**src/rtl/rf_writeback_arbiter.sv**
```systemverilog
// Register-file writeback arbiter.
// Two writeback requesters (A = execute, B = load unit) share one RF write
// port through round-robin valid/ready arbitration. The winning write is
// registered onto the RF port. A 32-entry pending-write scoreboard tracks
// registers with an issued but not yet landed producer so decode can stall.
module rf_writeback_arbiter #(
  parameter int data_width = 32
) (
  input  logic                  i_clk,
  input  logic                  i_rst,       // async, active low
  input  logic                  i_a_valid,
  input  logic [4:0]            i_a_addr,
  input  logic [data_width-1:0] i_a_data,
  output logic                  o_a_ready,
  input  logic                  i_b_valid,
  input  logic [4:0]            i_b_addr,
  input  logic [data_width-1:0] i_b_data,
  output logic                  o_b_ready,
  input  logic                  i_issue_en,
  input  logic [4:0]            i_issue_rd,
  input  logic [4:0]            i_rs1_addr,
  input  logic [4:0]            i_rs2_addr,
  output logic                  o_rs1_busy,
  output logic                  o_rs2_busy,
  output logic                  o_rf_en,
  output logic [4:0]            o_write_addr,
  output logic [data_width-1:0] o_write_data,
  output logic [31:0]           o_busy_vec
);

  // Round-robin state: 1 means B has priority on the next contended cycle.
  // Out of reset A has priority; each grant hands priority to the other side.
  logic                  r_prio_b;
  logic                  r_rf_en;
  logic [4:0]            r_waddr;
  logic [data_width-1:0] r_wdata;
  logic [31:0]           r_busy;

  logic                  w_grant_a;
  logic                  w_grant_b;
  logic                  w_accept;
  logic [4:0]            w_acc_addr;
  logic [data_width-1:0] w_acc_data;
  logic                  w_acc_real;
  logic [31:0]           w_busy_nxt;

  // Grant: sole requester wins; on contention the prioritised side wins.
  always_comb begin
    w_grant_a  = i_a_valid && (!i_b_valid || !r_prio_b);
    w_grant_b  = i_b_valid && (!i_a_valid ||  r_prio_b);
    w_accept   = w_grant_a || w_grant_b;
    w_acc_addr = w_grant_a ? i_a_addr : i_b_addr;
    w_acc_data = w_grant_a ? i_a_data : i_b_data;
    // x0 writes handshake normally but never reach the RF
    w_acc_real = w_accept && (w_acc_addr != 5'd0);
  end

  // Scoreboard next state: landing write clears, issue sets; set applied
  // last so a newer producer of the same register stays pending.
  always_comb begin
    w_busy_nxt = r_busy;
    if (r_rf_en)
      w_busy_nxt[r_waddr] = 1'b0;
    if (i_issue_en && (i_issue_rd != 5'd0))
      w_busy_nxt[i_issue_rd] = 1'b1;
    w_busy_nxt[0] = 1'b0;
  end

  // Arbitration pointer, registered RF write port and scoreboard state.
  always_ff @(posedge i_clk or negedge i_rst) begin
    if (!i_rst) begin
      r_prio_b <= 1'b0;
      r_rf_en  <= 1'b0;
      r_waddr  <= '0;
      r_wdata  <= '0;
      r_busy   <= '0;
    end else begin
      if (w_grant_a)
        r_prio_b <= 1'b1;
      else if (w_grant_b)
        r_prio_b <= 1'b0;
      r_rf_en <= w_acc_real;
      if (w_acc_real) begin
        r_waddr <= w_acc_addr;
        r_wdata <= w_acc_data;
      end
      r_busy <= w_busy_nxt;
    end
  end

  assign o_a_ready    = w_grant_a;
  assign o_b_ready    = w_grant_b;
  assign o_rf_en      = r_rf_en;
  assign o_write_addr = r_waddr;
  assign o_write_data = r_wdata;
  assign o_busy_vec   = r_busy;
  // No bypass: a write landing this cycle still reads as busy.
  assign o_rs1_busy   = r_busy[i_rs1_addr];
  assign o_rs2_busy   = r_busy[i_rs2_addr];

endmodule

```
**config.mk**
```make
export PLATFORM = sky130hd
export DESIGN_NAME = rf_writeback_arbiter
export DESIGN_NICKNAME = d
export VERILOG_FILES = /design/src/rtl/rf_writeback_arbiter.sv
export SDC_FILE = /design/constraint.sdc
export NUM_CORES = 1
export LEC_CHECK = 0
export CORE_ASPECT_RATIO = 0.6
export CORE_UTILIZATION = 43
export DETAILED_ROUTE_END_ITERATION = 7
export PLACE_DENSITY_LB_ADDON = 0.08
export SLEW_MARGIN = 40
export SYNTH_ARGS = -nofsm -noshare
export SYNTH_HDL_FRONTEND = slang
export SYNTH_SLANG_ARGS = --single-unit
```
**constraint.sdc**
```tcl
create_clock -name i_clk -period 2.4 [get_ports i_clk]
set_clock_uncertainty 0.05 [all_clocks]
set_input_delay 0.36 -clock i_clk [delete_from_list [all_inputs] [get_ports i_clk]]
set_output_delay 0.36 -clock i_clk [all_outputs]
set_load 0.005 [all_outputs]
```
# [Word level (Yosys, flattened, before mapping)]
# Index checks and enable logic that the tools add are counted.
[word_totals] register_bits=70 latch_bits=0 ram_bits=0 rom_bits=0 out_inout_bits=74 wordCells=43 n_memories=0
[op_classes] add_sub_neg=0 n_mul=0 n_div=0 order_cmp=6 n_eq_ne=0 n_shift=0 muxes=14 n_bitwise=3 reduce_logical=15
[ops] cell="two-way mux 32 bit" count=3
[ops] cell="AND 32 bit" count=1
[ops] cell="NOT 32 bit" count=1
[ops] cell="OR 32 bit" count=1
[ops] cell="less-than comparator 5 x 6 -> 1 bit, second input constant" count=4
[ops] cell="binary-select mux 1 bit (select 5 bit)" count=2
[ops] cell="demux 1 bit (select 5 bit)" count=2
[ops] cell="greater-or-equal comparator 5 x 1 -> 1 bit, second input constant" count=2
[ops] cell="nonzero test 5 bit" count=2
[ops] cell="logical AND 1 bit" count=6
[ops] cell="two-way mux 1 bit" count=6
[ops] cell="two-way mux 5 bit" count=1
[ops] cell="logical NOT 1 bit" count=3
[ops] cell="logical OR 1 bit" count=3
[ops] cell="nonzero test 2 bit" count=1

# [Depth between registers and ports, before layout]
[logic_depth] depth_word=9 ltp_mapped=8

# [Worst setup path after synthesis]
# Ideal clock, no wire load.
[synth_path] kind="input to output" start="input port i_rs1_addr[0]" end="output port o_rs1_busy" arrival_ps=1683 required_ps=1990 path_slack_ps=307 cell_stages=5 path_buffers=1 path_cell_list="clkbuf_1 > mux4_2 > mux2i_1 > nor3b_1 > or3_1"
[synth_between] elab_chain_cells=2
[synth_lines] element="start: declaration" line_no="21" rtl="input logic [4:0] i_rs1_addr,"
[synth_lines] element="binary-select mux 1 bit (select 5 bit)" line_no="98" rtl="assign o_rs1_busy = r_busy[i_rs1_addr];"
[synth_lines] element="two-way mux 1 bit (not written as such)" line_no="98"
[synth_lines] element="end: declaration" line_no="23" rtl="output logic o_rs1_busy,"
# Every way passes these cells. The select of a mux whose other input is x is not followed.

# [Worst setup path after layout]
[layout_path] start="register r_busy[4] (netlist: o_busy_vec[4])" end="output port o_rs1_busy"
[layout_between] elab_chain_cells=2
[layout_lines] element="start: declaration" line_no="37" rtl="logic [31:0] r_busy;"
[layout_lines] element="start signal: assignment" line_no="87" rtl="r_busy <= w_busy_nxt;"
[layout_lines] element="binary-select mux 1 bit (select 5 bit)" line_no="98"
[layout_lines] element="two-way mux 1 bit (not written as such)" line_no="98"
# Every way passes these cells. The select of a mux whose other input is x is not followed.

==> flow_metrics.py <==
metrics = {
    "outcome": {
        "status": "finished with violations",
        "violations": "hold timing",
    },
    "finish": {
        "final_common_cell": "clkdlybuf4s50_1",
        "nets": 690,
        "final_cell_mix": "clkdlybuf4s50_1, dfrtp_1, nand2_1, o21ai_0, a21oi_1",
        "syn2layout_area_growth_pct": 58.85,
        "final_layout_size_suffix_gt1_frac": 0.1231,
        "fin_util": 0.7102,
        "n_antenna_cell": 0,
    },
    "sta": {
        "fin_crit_sh": 0.9813,
        "fmax_mhz": 424.6,
        "finalSetupViolCount": 0,
        "max-slew-margin-rel": 0.6577,
        "rsz0062_at_grt": "yes",
        "hold_viol_final": 6,
        "period_minus_slack_ns": 2.355,
        "holdWs_ns": -0.01040,
        "worst_pin_slew_ns": 0.5115,
        "slew_violations": 0,
    },
    "critical_path": {
        "r2r_start": "r_prio_b",
        "critical_path.startpoint": "o_busy_vec[4]",
        "crit_type": "register to output pin",
        "critPathRequiredTime_ns": 1.99,
        "critical_path_arrival_ns": 1.95,
        "cp-start-kind": "register",
        "critPathCaptureType": "output pin",
        "crit_path_cell_trace": "mux4_2 -> mux2i_2 -> nor3_1 -> or3_1 -> buf_2",
        "cp-endpoint": "o_rs1_busy",
        "r2r_slack_ns": 0.50,
        "crit_fanout": 3,
        "slowest_stage": "mux4_2",
        "slowest_delay_ns": 0.48,
        "rr_worst_depth": 7,
        "rr_endpoint": "o_write_data[28]",
    },
    "synthesis": {
        "avgSynthCellArea_um2": 9.275,
        "ys_seq_area_frac": 0.4562,
        "syn-instance-count": 414,
        "ys.warnings.count": 0,
        "synth_flop_cell": "dfrtp_1",
        "synth.net_count": 508,
        "synth_edf_count": 0,
        "async_flop_share": 1.000,
        "ys_seq_elements": 70,
        "netlist_area_um2": 3840,
        "ys_types": 42,
    },
    "drt": {
        "viasPerCell": 5.819,
        "wl_um": 13300,
        "vias": 4149,
        "drt_iter0_markers": 392,
        "drt_first_pass_iters": 5,
        "ant_nets": 0,
        "drc": 0,
        "wl_per_cell_um": 18.66,
    },
    "power": {
        "power.share.switching": 0.3087,
        "seqPwrFrac": 0.366,
        "power_density_nw_per_um2": 852.0,
        "power.switching_mw": 1.604,
        "p_total_mw": 5.197,
        "leakage_nw": 2.477,
        "power_frac_clock": 0.272,
        "power.internal_mw": 3.593,
        "ir_worst_vdd_mv": 0.6332,
        "pwr-share-comb": 0.362,
    },
    "global_route": {
        "grt_use_total": 0.2837,
        "gr-total-overflow": 0,
        "grt_max_degree": 71,
        "grt_first_pass_wirelength_um": 19460,
        "grt_pass1_vias": 3599,
        "antenna_found_initial": 0,
    },
    "die": {
        "die_x_um": 124.0,
        "die_y_um": 75.20,
        "rows": 26,
        "io_pins": 168,
        "fp.coreArea_um2": 8588,
        "initial_core_util": 0.4471,
        "die_area_um2": 9324,
    },
    "cts": {
        "htreeDepth": 3,
        "root_buffer": "clkbuf_16",
        "clk_latency_ns": 0.33,
        "clk_pin_slew_ns": 0.05,
        "cts_buffer_depth": 2,
        "cts_inserted_buffers": 9,
        "cts_tree": "yes",
        "postCtsHoldBufs": 0,
        "clock-sinks": 70,
    },
    "placement": {
        "io_buffers": 166,
        "dpl.hpwl_um": 9732,
        "globalplace.congestion": 0.8814,
    },
    "min_path": {
        "hold_path.class": "input pin to async pin",
    },
    "run": {
        "cap_violations": 0,
    },
}
through the flow:
stage / setup TNS (ns) / hold slack (ns) / instance area (um2) / instances / setup slack [ns]
floorplan: 0 / 0.01441 / 3840 / 414 / 0.3072
global placement: -1.022 / 0.3580 / 5731 / 690 / -0.5328
detailed placement: -1.429 / 0.3563 / 5731 / 690 / -0.5417
CTS: 0 / 0.01188 / 6051 / 708 / 0.01336
global route: -0.01197 / 0.01768 / 6100 / 713 / -0.01197
finish: 0 / -0.01040 / 6100 / 713 / 0.04486
state kept, by name, indices dropped and copies added (netlist names):
| signal | cells |
|---|---|
| o_write_data | 32 |
| o_write_addr | 5 |
| r_prio_b | 1 |
| o_busy_vec | 31 |
| o_rf_en | 1 |
worst max-delay path, delay by kind of cell, from the launching register on:
family	cells	cell delay, ns
mux	2	0.65
flops	1	0.42
simple gates	2	0.42
buf+inv	1	0.13
per-layer routing:
layer  track usage  vias up  routed length (um)
li1              -     1875                   -
met3       0.09091       18                1369
met4       0.06217        0                 112
met2        0.3932      234                5595
met1        0.4284     2022                6227
met5             0        -                   0
logic make-up after synthesis:
| logic type | synth area share |
|---|---|
| AO/OA/AOI/OAI | 0.2372 |
| other | 0.0009766 |
| multiplexers | 0.1036 |
| buffers and inverters | 0.04138 |
| AND/OR/NAND/NOR | 0.1606 |
| flip-flops | 0.4562 |
cell type report:
type	instances	area [um2]
well taps	112	140.1
fillers	649	2489
multi-input cells	312	1943
repair buffers	197	1926
clock buffers	12	246.5
inverters	6	22.52
flip-flops and latches	70	1752
clock inverters	4	70.07
synth_stat cells (all sizes together) (2+ instances only):
cell type  number  area (um2)
dfrtp          70        1752
a22oi           4       30.03
o21ai          67       339.1
nor3            6       40.04
nor2b           6       37.54
nand3b          7       52.55
nor2            6       22.52
and2            2       12.51
mux2i          25       262.8
or3             9       56.30
mux4            6       135.1
o22ai           3       18.77
nand4           2       12.51
a2111oi         2       17.52
nand3          14       70.07
a21oi          40       200.2
a31oi          32       256.5
or3b            2       17.52
nand2b          2       12.51
inv             6       22.52
buf            10       76.32
clkbuf         16       60.06
nand2          67       251.5
nor3b           2       15.01
power by group through the flow:
| stage | Combinational, mW | Clock, mW | Sequential [mW] |
|---|---|---|---|
| 2_1_floorplan | 0.664 | 0 | 1.80 |
| 3_3_place_gp | 1.72 | 0 | 1.90 |
| 3_5_place_dp | 1.75 | 0 | 1.91 |
| 4_1_cts | 1.79 | 1.43 | 1.90 |
| 5_1_grt | 2.03 | 1.48 | 1.93 |
| 6_report | 1.88 | 1.41 | 1.90 |
timing repair:
item | CTS | global route
gates cloned | 0 | 0
endpoints found under the setup margin | 2 | 2
pin swaps | 2 | 1
gates resized for setup | 16 | 5
hold endpoints to repair | 0 | 0
setup buffers | 2 | 5
worst min-delay path by stage:
stage,endpoint,slack (ns)
detailed placement,o_write_data[13],0.36
finish,o_write_data[13],-0.01
global route,o_write_data[13],0.02
CTS,o_write_data[13],0.01
floorplan,o_busy_vec[10],0.01
global placement,o_write_data[13],0.36
Note: power is estimated with default switching activity, not from simulation.
